<file path="config.mk">
export PLATFORM = sky130hd
export DESIGN_NAME = block_ram_arbiter
export DESIGN_NICKNAME = d
export VERILOG_FILES = /design/src/rtl/block_ram_arb_pkg.sv /design/src/rtl/block_ram_arbiter_rr_pick2.sv /design/src/rtl/block_ram_arbiter.sv
export SDC_FILE = /design/constraint.sdc
export NUM_CORES = 1
export LEC_CHECK = 0
export ABC_AREA = 1
export BUFFER_PORTS_ARGS = -buffer_cell sky130_fd_sc_hd__buf_2
export CAP_MARGIN = 20
export CORE_MARGIN = 2
export CORE_UTILIZATION = 41
export DETAILED_ROUTE_END_ITERATION = 10
export HOLD_SLACK_MARGIN = 0.1
export PLACE_DENSITY_LB_ADDON = 0.15
export SLEW_MARGIN = 20
export SYNTH_ARGS = -nofsm -noshare
export SYNTH_HDL_FRONTEND = slang
export SYNTH_SLANG_ARGS = --single-unit
</file>
<file path="constraint.sdc">
create_clock -name clk -period 5.8 [get_ports clk]
set_clock_uncertainty 0.15 [all_clocks]
set_input_delay 1.16 -clock clk [delete_from_list [all_inputs] [get_ports clk]]
set_output_delay 1.16 -clock clk [all_outputs]
set_load 0.02 [all_outputs]
</file>
<file path="src/rtl/block_ram_arb_pkg.sv">
// Shared types and helpers for the two-port block RAM arbiter.
package block_ram_arb_pkg;

    // Which requester owns an in-flight response.
    typedef enum logic {PORT_A, PORT_B} ram_port_t;

    // Bit positions of the two requesters inside req/gnt vectors.
    localparam int unsigned GNT_A = 0;
    localparam int unsigned GNT_B = 1;

    // Widest byte-enable vector is_req() accepts; callers zero-extend into it.
    localparam int unsigned MAX_WE = 64;

    // A requester is active when it reads, writes any byte, or both.
    function automatic logic is_req(input logic re, input logic [MAX_WE-1:0] we);
        return re | (|we);
    endfunction

endpackage

</file>
<file path="src/rtl/block_ram_arbiter_rr_pick2.sv">
// Two-way grant pick with a last-winner register for round-robin fairness.
module rr_pick2
    import block_ram_arb_pkg::*;
(
    input  logic       clk,
    input  logic       rst,
    input  logic [1:0] req,
    input  logic       rr,
    output logic [1:0] gnt
);

    // 1 = B won the most recent contested cycle; reset value hands the first contest to A.
    logic last_b;

    // Grant is combinational; nothing is granted while reset is held.
    always_comb begin
        gnt = 2'b00;
        if (!rst) begin
            unique case (req)
                2'b01:   gnt = 2'b01;
                2'b10:   gnt = 2'b10;
                2'b11:   gnt = (rr && !last_b) ? 2'b10 : 2'b01;
                default: gnt = 2'b00;
            endcase
        end
    end

    // Winner memory only moves on contested cycles so lone requests do not skew fairness.
    always_ff @(posedge clk or posedge rst) begin
        if (rst) begin
            last_b <= 1'b1;
        end else if (req == 2'b11) begin
            last_b <= gnt[GNT_B];
        end
    end

    // Sanity: at most one winner, and only a requester can win.
    gnt_onehot: assert property (@(posedge clk) disable iff (rst) $onehot0(gnt));
    gnt_has_req: assert property (@(posedge clk) disable iff (rst) (gnt & ~req) == 2'b00);

endmodule

</file>
<file path="src/rtl/block_ram_arbiter.sv">
// Shares one single-port block RAM between requesters A and B, one access per cycle.
module block_ram_arbiter
    import block_ram_arb_pkg::*;
#(
    parameter int unsigned abits  = 8,
    parameter int unsigned dbytes = 4,
    parameter int unsigned blen   = 8,
    parameter bit          rr     = 1'b1
) (
    input  logic                    clk,
    input  logic                    rst,

    input  logic                    a_re,
    input  logic [dbytes-1:0]       a_we,
    input  logic [abits-1:0]        a_addr,
    input  logic [dbytes*blen-1:0]  a_wdata,
    output logic                    a_ready,
    output logic                    a_valid,
    output logic [dbytes*blen-1:0]  a_rdata,

    input  logic                    b_re,
    input  logic [dbytes-1:0]       b_we,
    input  logic [abits-1:0]        b_addr,
    input  logic [dbytes*blen-1:0]  b_wdata,
    output logic                    b_ready,
    output logic                    b_valid,
    output logic [dbytes*blen-1:0]  b_rdata,

    output logic [dbytes-1:0]       ram_we,
    output logic [abits-1:0]        ram_addr,
    output logic [dbytes*blen-1:0]  ram_wdata,
    input  logic [dbytes*blen-1:0]  ram_rdata
);

    localparam int unsigned dbits = dbytes * blen;

    logic [1:0]       req;
    logic [1:0]       gnt;
    logic             resp_pend;
    ram_port_t        resp_sel;
    logic [abits-1:0] addr_q;
    logic [dbits-1:0] a_hold;
    logic [dbits-1:0] b_hold;

    // Request detection: a read, any byte write, or both counts as one access.
    always_comb begin
        req        = 2'b00;
        req[GNT_A] = is_req(a_re, MAX_WE'(a_we));
        req[GNT_B] = is_req(b_re, MAX_WE'(b_we));
    end

    rr_pick2 u_pick (
        .clk (clk),
        .rst (rst),
        .req (req),
        .rr  (rr),
        .gnt (gnt)
    );

    assign a_ready = gnt[GNT_A];
    assign b_ready = gnt[GNT_B];

    // RAM drive: follow the granted port, otherwise park on the last granted address.
    always_comb begin
        ram_we    = '0;
        ram_addr  = addr_q;
        ram_wdata = '0;
        if (gnt[GNT_A]) begin
            ram_we    = a_we;
            ram_addr  = a_addr;
            ram_wdata = a_wdata;
        end else if (gnt[GNT_B]) begin
            ram_we    = b_we;
            ram_addr  = b_addr;
            ram_wdata = b_wdata;
        end
    end

    // Parked address copy keeps the RAM read port quiet between grants.
    always_ff @(posedge clk or posedge rst) begin
        if (rst) begin
            addr_q <= '0;
        end else if (|gnt) begin
            addr_q <= ram_addr;
        end
    end

    // Response pipeline: remember who was granted so next cycle's RAM data goes to them.
    always_ff @(posedge clk or posedge rst) begin
        if (rst) begin
            resp_pend <= 1'b0;
            resp_sel  <= PORT_A;
        end else begin
            resp_pend <= |gnt;
            resp_sel  <= gnt[GNT_B] ? PORT_B : PORT_A;
        end
    end

    assign a_valid = resp_pend && (resp_sel == PORT_A);
    assign b_valid = resp_pend && (resp_sel == PORT_B);

    // Hold registers capture each port's response word so it survives the other port's traffic.
    always_ff @(posedge clk or posedge rst) begin
        if (rst) begin
            a_hold <= '0;
            b_hold <= '0;
        end else begin
            if (a_valid) begin
                a_hold <= ram_rdata;
            end
            if (b_valid) begin
                b_hold <= ram_rdata;
            end
        end
    end

    // During the response pulse the RAM output is forwarded directly; afterwards the hold copy.
    assign a_rdata = a_valid ? ram_rdata : a_hold;
    assign b_rdata = b_valid ? ram_rdata : b_hold;

    // Only one response can be in flight, so the two valids never coincide.
    valid_excl: assert property (@(posedge clk) disable iff (rst) !(a_valid && b_valid));

endmodule
</file>
==> results of run 1 <==
-- how the worst max path moves through the flow --
stage,end,slack (ns),cells after the start
2_1_floorplan,ram_wdata[22],0.62,6
3_3_place_gp,ram_we[0],1.40,7
3_5_place_dp,ram_we[0],1.29,7
4_1_cts,ram_we[0],1.28,7
5_1_grt,ram_we[0],1.06,7
6_report,ram_we[0],1.33,7
-- logic make-up after synthesis --
group	after synthesis
AOI/OAI and AO/OA	67
buffers and inverters	62
DFF	75
and+or+nand+nor	227
-- layout make-up --
type / count / area share (%)
clock inverter: 6 / 1.323
sequential: 75 / 38.95
tap: 105 / 2.724
clock buffer: 10 / 2.647
inverter: 41 / 3.217
multi-input combinational: 294 / 26.60
timing repair buffer: 236 / 24.55
-- stage by stage --
stage | area [µm²] | power (µW) | worst slack (ns)
final | 4822 | 1490 | 1.330
after global routing | 4822 | 1588 | 1.059
after CTS | 4817 | 1509 | 1.277
after detailed placement | 4626 | 1118 | 1.287
after global placement | 4626 | 1107 | 1.396
after floorplan | 3405 | 931.6 | 0.6186
-- layer usage --
metal  GRT usage, %  part of all wire (%)
met1          29.23                    44
met2          34.10                    47
met3          7.826                   7.9
met4          4.710                   1.5
met5              0                     0
-- worst max-delay path, stage by stage --
cell and delay (ns):
buf_2 0.10, clkinv_2 0.31, nand2_1 0.35, a21oi_4 0.77, nand2_1 0.13, nand2_1 0.16
buf_2 0.18
-- cells in the final DEF, fill, tap and decap left out, types with 3 or more instances in the layout --
| master | n |
|---|---|
| clkinv_2 | 3 |
| buf_2 | 235 |
| o21ai_0 | 65 |
| nand2_1 | 178 |
| clkbuf_8 | 9 |
| nor2_1 | 5 |
| inv_1 | 38 |
| nand3_1 | 40 |
| dfrtp_1 | 74 |
-- sequential cells by signal, summed over array words and instances (netlist names) --
name / count
addr_q: 8
resp_pend: 1
a_hold: 32
b_hold: 32
u_pick.last_b: 1
resp_sel: 1
-- power breakdown --
group / internal [µW] / leakage (µW) / switching [µW]
Combinational: 150 / 0.00189 / 326
Sequential: 606 / 0.000917 / 23.0
Clock: 199 / 0.0000927 / 186
==> results.md, run 1 <==
* Xor/xnor cell area share of the yosys netlist at 0%
* Hold WC Path Type: reg -> reg
* Sequential share of the synthesized area at between 50% and 60%
* RePlAce Congestion at 0.8869
* Critical path type: in -> out
* Nets at a little under 800
* Synth unique cells at 14
* CTS sink cnt at 75
* Syn. warnings at 0
* Initial antenna violation count at 0
* Post-synth EDFFs at 0
* Num CTS Buffers at 9
* Worst Path Max Fanout at 37
* Proportion of synthesized area in mux cells at 0%
* Fillers at between 700 and 800
* P per Cell Area at 309.1 nW/µm²
* Main combinational cell family by area after synthesis: simple AND/OR/NAND/NOR gates
* Die X at roughly 95 µm
* Synthesis-to-layout area growth at 41.64%
* Hold slack at roughly 0.34 ns
* Core area at between 8000 and 9000 µm²
* RSZ-0062 raised after global routing: false
* Worst IR drop on VDD at approximately 0.18 mV
* Layout Cells excl Fill at ~770
* N_diodes at 0
* Fmax at 223.7 MHz
* Post-CTS Setup Inserts at 0
* Post-layout min period at approximately 4.5 ns
* R2r worst-path depth at 4
* # IOs at 236
* Largest net degree at the start of global routing at 66
* Simple-gate share of the synthesized area at 26.94%
* Worst path arrival time at about 3.2 ns
* Post-placement cell count at around 750
* Synth area leader: dfrtp_1
* CP Capture Type: output pin
* Post-synthesis cell area at between 3000 and 4000 µm²
* Post-DP HPWL at 7.632 mm
* Syn avg cell area at approximately 8 µm²
* Die Area at between 9000 and 10000 µm²
* Clock transition at path regs at 0.08 ns
* DR vias/cell at approximately 4.6
* Die Y-Extent at 95.13 µm
* Worst Setup Start Kind: primary input
* Reg-to-reg endpoint: a_hold[12]
* Syn nets at about 560
* Top post-synthesis cells by area: dfrtp_1, nand2_1, o21ai_0, nand3_1, inv_1
* Antenna-violating nets left at 0
* Vias at 3525
* Clk root buf: clkbuf_8
* Total GRT Usage at about 22%
* Reg2reg start: resp_pend
* Worst hold stages at 2
* Yosys top cell area share at between 50% and 60%
* Hold_sp: a_hold[1]
* Register Area at 1878 µm²
* Hold Crit Endpoint: a_hold[1]
* Post-synthesis instance total at roughly 430
* Worst-margin pin slew at roughly 0.9 ns
* Beginning of the critical path: rst
* Drt first pass iters at 4
* Final Max Slew Viols at 0
* Share of post-route cells with drive strength above 1 at just under 40%
* Synthesized flop and latch total at 75
* Lkg Pwr at just under 0.003 µW
* Final setup vio count at 0
* MaxCap Viol Count at 0
* Post-synth ARST share at between 90% and 100%
* Floorplan row count at 33
* Total gr overflow at 0
* Ys flop type: dfrtp_1
* Clock Latency Late Sink at between 0.3 and 0.4 ns
* Clk buf depth at 2
* Vias in the first global route at between 3000 and 4000
* # DRC at 0
* Final core occ at 59.28%
* Initial core utilization at about two fifths
* Area of the multi-input gates at around 1300 µm²
* Tcrit/Tclk final at roughly 77%
* FF-to-FF setup slack at just under 4 ns
* Compound-cell area share of the yosys netlist at between 10% and 20%
* Setup TNS at 0 ns
* Synth cell count leaders: nand2_1, dfrtp_1, o21ai_0
* WP data required at about 4.5 ns
* Hold Violations, Final at 0
* CTS tree: built
* Initial DRC count at between 100 and 150
* Post-cts resize count at 0
* Cell with the most instances after synthesis: nand2_1
* H-Tree Depth at 3
* Avg WL per Cell at ~13 µm
* Status: finished, final reports clean
* Routed wire length at ~10 mm
* First-pass GRT wire length at approximately 15 mm
* Synth Area in Adders at 0%
* Slew HR at about 40%
* Port Buffers at 235
* CTS Hold Buffers Added at 0
Power figures use the tool's default switching activity.
==> run 2: changes to the inputs <==
CORE_UTILIZATION = 37   (was 41)
clock period = 3.9 ns   (was 5.8 ns; I/O delays follow)
==> results.md, run 2 (synthesized netlist as in run 1, its figures left out) <==
* CTS sink cnt at 75 (unchanged)
* Vias at 3621 (+2.7%)
* Setup TNS at 0 ns (unchanged)
* Lkg Pwr at 0.002941 µW (+1.3%)
* Post-CTS Setup Inserts at 0 (unchanged)
* # IOs at 236 (unchanged)
* Commonest non-fill, non-tap cells in the layout: buf_2, nand2_1, dfrtp_1, o21ai_0, nand3_1
* DR vias/cell at 4.666 (+1.5%)
* Final setup vio count at 0 (unchanged)
* WP data required at 2.97 ns (-1.52 ns)
* P per Cell Area at 483.4 nW/µm² (+56%)
* Fillers at 890 (+15%)
* Final Max Slew Viols at 0 (unchanged)
* Post-DP Area at 4671 µm² (+0.97%)
* Buffers & Inverters on Critical Path at 3 (unchanged)
* Clk buf depth at 2 (unchanged)
* Floorplan row count at 35 (+6.1%)
* Final core occ at 54.26% (-5.0 points)
* Leading cell type in the layout, fill and taps excluded: buf_2
* Top flop regs: a_hold (32), b_hold (32), addr_q (8)
* Post-layout min period at ~3.3 ns
* Setup WS pre-CTS at 0.5888 ns (-0.6979 ns)
* Final design area excluding fillers at 4918 µm² (+2.0%)
* Vias in the first global route at 3583 (+12%)
* Worst IR drop on VDD at 0.2563 mV (+43%)
* Crit path max-delay cell type: a21oi_4
* Status: finished, final reports clean
* Clk root buf: clkbuf_8
* Nets at 784 (+0.38%)
* N_diodes at 0 (unchanged)
* # DRC at 0 (unchanged)
* Hold Violations, Final at 0 (unchanged)
* Avg WL per Cell at 13.22 µm (+1.0%)
* Num CTS Buffers at 9 (unchanged)
* Routed wire length at 10.26 mm (+2.2%)
* RePlAce Congestion at 0.7897 (-11%)
* Post-cts resize count at 0 (unchanged)
* Clock transition at path regs at 0.08 ns (about the same)
* Tcrit/Tclk final at 84.89%
* Worst Setup Start Kind: primary input
* Worst path max stage delay at 0.48 ns (-0.29 ns)
* Worst path arrival time at 2.38 ns (-0.78 ns)
* Die X at 99.93 µm (+5.0%)
* Initial antenna violation count at 0 (unchanged)
* Total GRT Usage at 21.10% (-0.71 points)
* Hold WC Path Type: reg -> reg
* Clock Latency Late Sink at 0.34 ns (+0.02 ns)
* Fmax at 302.1 MHz
* Critical path type: in -> out
* Post-DP HPWL at 7.762 mm (+1.7%)
* CP Capture Type: output pin
* Total gr overflow at 0 (unchanged)
* Largest net degree at the start of global routing at 76 (+15%)
* MaxCap Viol Count at 0 (unchanged)
* Initial core utilization at 37.56% (-4.3 points)
* Initial DRC count at 102 (-22%)
* Slew HR at 39.03% (-0.90 points)
* Port Buffers at 235 (unchanged)
* Core area at 9065 µm² (+11%)
* CP top delay family: simple AND/OR/NAND/NOR gates
* Worst-margin pin slew at 0.9145 ns (+0.01350 ns)
* Crit-path cells: buf_2 -> nor2_1 -> nand3_2 -> nand2_1 -> a21oi_4 -> buf_12 -> nand2_1 -> nand2_1 -> buf_2
* Synthesis-to-layout area growth at 44.47%
* CTS tree: built
* PnR worst setup slack at 0.5894 ns (-0.7403 ns)
* CTS Hold Buffers Added at 0 (unchanged)
* Share of post-route cells with drive strength above 1 at 39.55% (+0.12 points)
* RSZ-0062 raised after global routing: false
* Die Area at 9985 µm² (+10%)
* Antenna-violating nets left at 0 (unchanged)
* Worst Path Max Fanout at 23 (-38%)
* Die Y-Extent at 99.93 µm (+5.0%)
* Crit path top cell by count: nand2_1
* H-Tree Depth at 3 (unchanged)
* Drt first pass iters at 5 (+1)
* First-pass GRT wire length at 16.74 mm (+9.7%)
## run 2: cell types whose count changed in the layout (fill, tap and decap cells not counted)
| cell | previous run | this run |
|---|---|---|
| clkinv_2 | 3 | 0 |
| buf_4 | 1 | 3 |
| bufinv_16 | 1 | 3 |
| buf_12 | 0 | 1 |
| clkbuf_1 | 1 | 2 |
| clkbuf_8 | 9 | 10 |
| inv_6 | 1 | 0 |
## run 2: layout make-up
class	count	area, µm²	share of cell area [%]
sequential	75	1878	38.18
multi-input combinational	294	1282	26.07
timing repair buffer	239	1219	24.78
inverter	41	157.7	3.205
clock buffer	12	145.1	2.951
tap	111	138.9	2.824
clock inverter	4	97.59	1.984
## run 2: path summary, 6_finish.rpt
| kind | start | endpoint | slack [ns] | cells past startpoint |
|---|---|---|---|---|
| min in group asynchronous | rst | addr_q[7] | 0.65 | 3 |
| max in group asynchronous | rst | b_hold[22] | 2.37 | 3 |
| min | a_hold[25] | a_hold[25] | 0.34 | 2 |
| max | a_we[1] | ram_wdata[26] | 0.59 | 9 |
| max reg2reg | resp_pend | a_hold[24] | 2.11 | 4 |
| min reg2reg | a_hold[25] | a_hold[25] | 0.34 | 2 |
## run 2: metal layers
metal	wire, µm	vias to the layer above	share of wire [%]	track usage [%]
li1	-	1810	-	-
met1	4000	1642	39	24.30
met2	5340	152	52	37.58
met3	698	17	6.8	5.432
met4	222	0	2.2	8.219
met5	0	-	0	0
## run 2: through the flow
stage          power (µW)  hold WS (ns)  instances
6_report             2378        0.3428        776
5_1_grt              2509        0.3699        776
4_1_cts              2404        0.3470        776
3_5_place_dp         1671        0.3264        760
3_3_place_gp         1657        0.3206        760
2_1_floorplan        1386        0.3479        431
## run 2: where the power goes
part | leakage [µW] | internal (µW) | switching [µW]
Sequential | 0.000917 | 901 | 35.6
Combinational | 0.00191 | 228 | 487
Clock | 0.000117 | 443 | 283
Total | 0.00294 | 1570 | 805
## run 2: worst reg2reg max path, delay by kind of cell, from the launching register on
family / cells / cell delay (ns)
flip-flops: 1 / 0.41
buffers and inverters: 2 / 0.70
AO/OA/AOI/OAI: 1 / 0.30
AND/OR/NAND/NOR: 1 / 0.05
==> run 3: changes to the inputs <==
CORE_UTILIZATION = 41   (was 37)
clock period = 3.16 ns   (was 3.9 ns; I/O delays follow)
==> results.md, run 3 (synthesized netlist as in run 1, its figures left out) <==
* Slew HR at 53.97% (+15 points)
* Floorplan row count at 33 (-5.7%)
* # IOs at 236 (unchanged)
* Routed wire length at 10.36 mm (+0.97%)
* Vias at 3659 (+1.0%)
* Setup WS pre-CTS at 0.4289 ns (-0.1599 ns)
* Worst Setup Start Kind: flip-flop
* Post-DP Area at 5054 µm² (+8.2%)
* Worst path arrival time at 1.95 ns (-0.43 ns)
* Antenna-violating nets left at 0 (unchanged)
* WP data required at 2.38 ns (-0.59 ns)
* Final Max Slew Viols at 0 (unchanged)
* Post-layout min period at roughly 2.7 ns
* Crit-path cells: inv_1 -> nor2_1 -> inv_2 -> buf_4 -> nand2_1 -> o21ai_0 -> buf_2
* Largest net degree at the start of global routing at 66 (-13%)
* RePlAce Congestion at 0.8373 (+6.0%)
* Critical path type: reg -> out
* Clk root buf: clkbuf_8
* Leading cell type in the layout, fill and taps excluded: buf_2
* Port Buffers at 235 (unchanged)
* Share of post-route cells with drive strength above 1 at 49.55% (+10 points)
* First-pass GRT wire length at 15.74 mm (-6.0%)
* Worst IR drop on VDD at 0.2019 mV (-21%)
* Final design area excluding fillers at 5270 µm² (+7.1%)
* Worst path max stage delay at 0.41 ns (-0.07 ns)
* P per Cell Area at 549.6 nW/µm² (+14%)
* # DRC at 0 (unchanged)
* Total gr overflow at 0 (unchanged)
* Avg WL per Cell at 13.40 µm (+1.4%)
* Reg2reg start: resp_pend
* Initial antenna violation count at 0 (unchanged)
* CTS Hold Buffers Added at 0 (unchanged)
* Post-DP HPWL at 8.179 mm (+5.4%)
* DR vias/cell at 4.734 (+1.4%)
* Worst-margin pin slew at 0.6905 ns (-0.2241 ns)
* Post-cts resize count at 0 (unchanged)
* Die Y-Extent at 95.13 µm (-4.8%)
* Die Area at 9049 µm² (-9.4%)
* Initial core utilization at 41.86% (+4.3 points)
* Int Pwr at 1869 µW (+19%)
* Tot Pwr at 2896 µW (+22%)
* Vias in the first global route at 3439 (-4.0%)
* CTS sink cnt at 75 (unchanged)
* Setup TNS at 0 ns (unchanged)
* RSZ-0062 raised after global routing: false
* N_diodes at 0 (unchanged)
* CP Capture Type: output pin
* Worst Path Max Fanout at 38 (+65%)
* R2r worst-path depth at 6 (+2)
* Status: finished, final reports clean
* Switch share at 35.49% (+1.6 points)
* Hold Violations, Final at 0 (unchanged)
* Initial DRC count at 117 (+15%)
* Top flop regs: a_hold (32), b_hold (32), addr_q (8)
* Final setup vio count at 0 (unchanged)
* MaxCap Viol Count at 0 (unchanged)
* Beginning of the critical path: resp_pend
* Die X at 95.13 µm (-4.8%)
* Nets at 787 (+0.38%)
* Tcrit/Tclk final at 86.58%
* Seq pwr share at 39.9% (+0.5 points)
* H-Tree Depth at 3 (unchanged)
* CTS tree: built
* Hold WC Path Type: in -> async
* Crit path max-delay cell type: inv_2
* Post-CTS Setup Inserts at 0 (unchanged)
* Synthesis-to-layout area growth at 54.80%
* Fillers at 731 (-18%)
* Core area at 8134 µm² (-10%)
* Total GRT Usage at 22.52% (+1.4 points)
* NetSw at 1028 µW (+28%)
* Clock network fraction of design power at 27.5% (-3.0 points)
* Clock Latency Late Sink at 0.33 ns (about the same)
* Clk buf depth at 2 (unchanged)
* Drt first pass iters at 4 (-1)
* Lkg Pwr at 0.003063 µW (+4.2%)
* Part of the power in combinational logic at 32.6% (+2.5 points)
* Clock transition at path regs at 0.08 ns (about the same)
* PnR worst setup slack at 0.4240 ns (-0.1654 ns)
* Fmax at roughly 370 MHz
* Hold slack at 0.2636 ns (-0.07920 ns)
* Commonest non-fill, non-tap cells in the layout: buf_2, nand2_1, dfrtp_1, o21ai_0, inv_1
* Num CTS Buffers at 9 (unchanged)
run 3: cell types whose count changed in the layout (fill, tap and decap cells not counted), sizes merged:
cell / change
inv: +1
clkinv: +1
clkbuf: -2
buf: +3
bufinv: -1
clkinvlp: +1
run 3: path summary, 6_finish.rpt:
path                              endpoint  slack [ns]
min in group clk                b_hold[23]        0.34
worst max-delay path            a_rdata[5]        0.42
worst min register to register  b_hold[23]        0.34
worst min-delay path             addr_q[7]        0.26
worst max register to register   a_hold[5]        1.51
max in group asynchronous       a_hold[20]        1.95
run 3: metal layers:
layer	track usage [%]	part of all wire, %
met5	0	0
met4	10.39	3.4
met3	5.455	6.5
met2	39.79	53
met1	25.57	37
run 3: cell type report:
cell class | instances | area (µm²) | share of cell area, %
tap | 105 | 131.4 | 2.493
sequential | 75 | 1878 | 35.64
clock buffer | 10 | 127.6 | 2.422
multi-input combinational | 294 | 1628 | 30.89
clock inverter | 6 | 88.84 | 1.686
timing repair buffer | 242 | 1254 | 23.79
inverter | 41 | 162.7 | 3.086
run 3: through the flow:
stage          util, %  instances
4_1_cts          64.79        773
5_1_grt          64.79        773
3_3_place_gp     62.13        757
3_5_place_dp     62.13        757
2_1_floorplan        -        431
6_report         64.79        773
run 3: power by group through the flow:
| stage | clock network, µW | logic (µW) | registers [µW] |
|---|---|---|---|
| after global routing | 865 | 1030 | 1170 |
| after detailed placement | 0 | 955 | 1180 |
| after CTS | 818 | 958 | 1160 |
| after floorplan | 0 | 604 | 1170 |
| after global placement | 0 | 936 | 1170 |
| final | 795 | 944 | 1160 |
run 3: critical path: cells and delay by family, from the launching register on:
| kind | cells | cell delay, ns |
|---|---|---|
| flip-flops | 1 | 0.39 |
| AO/OA/AOI/OAI | 1 | 0.11 |
| buffers and inverters | 4 | 0.98 |
| AND/OR/NAND/NOR | 2 | 0.13 |
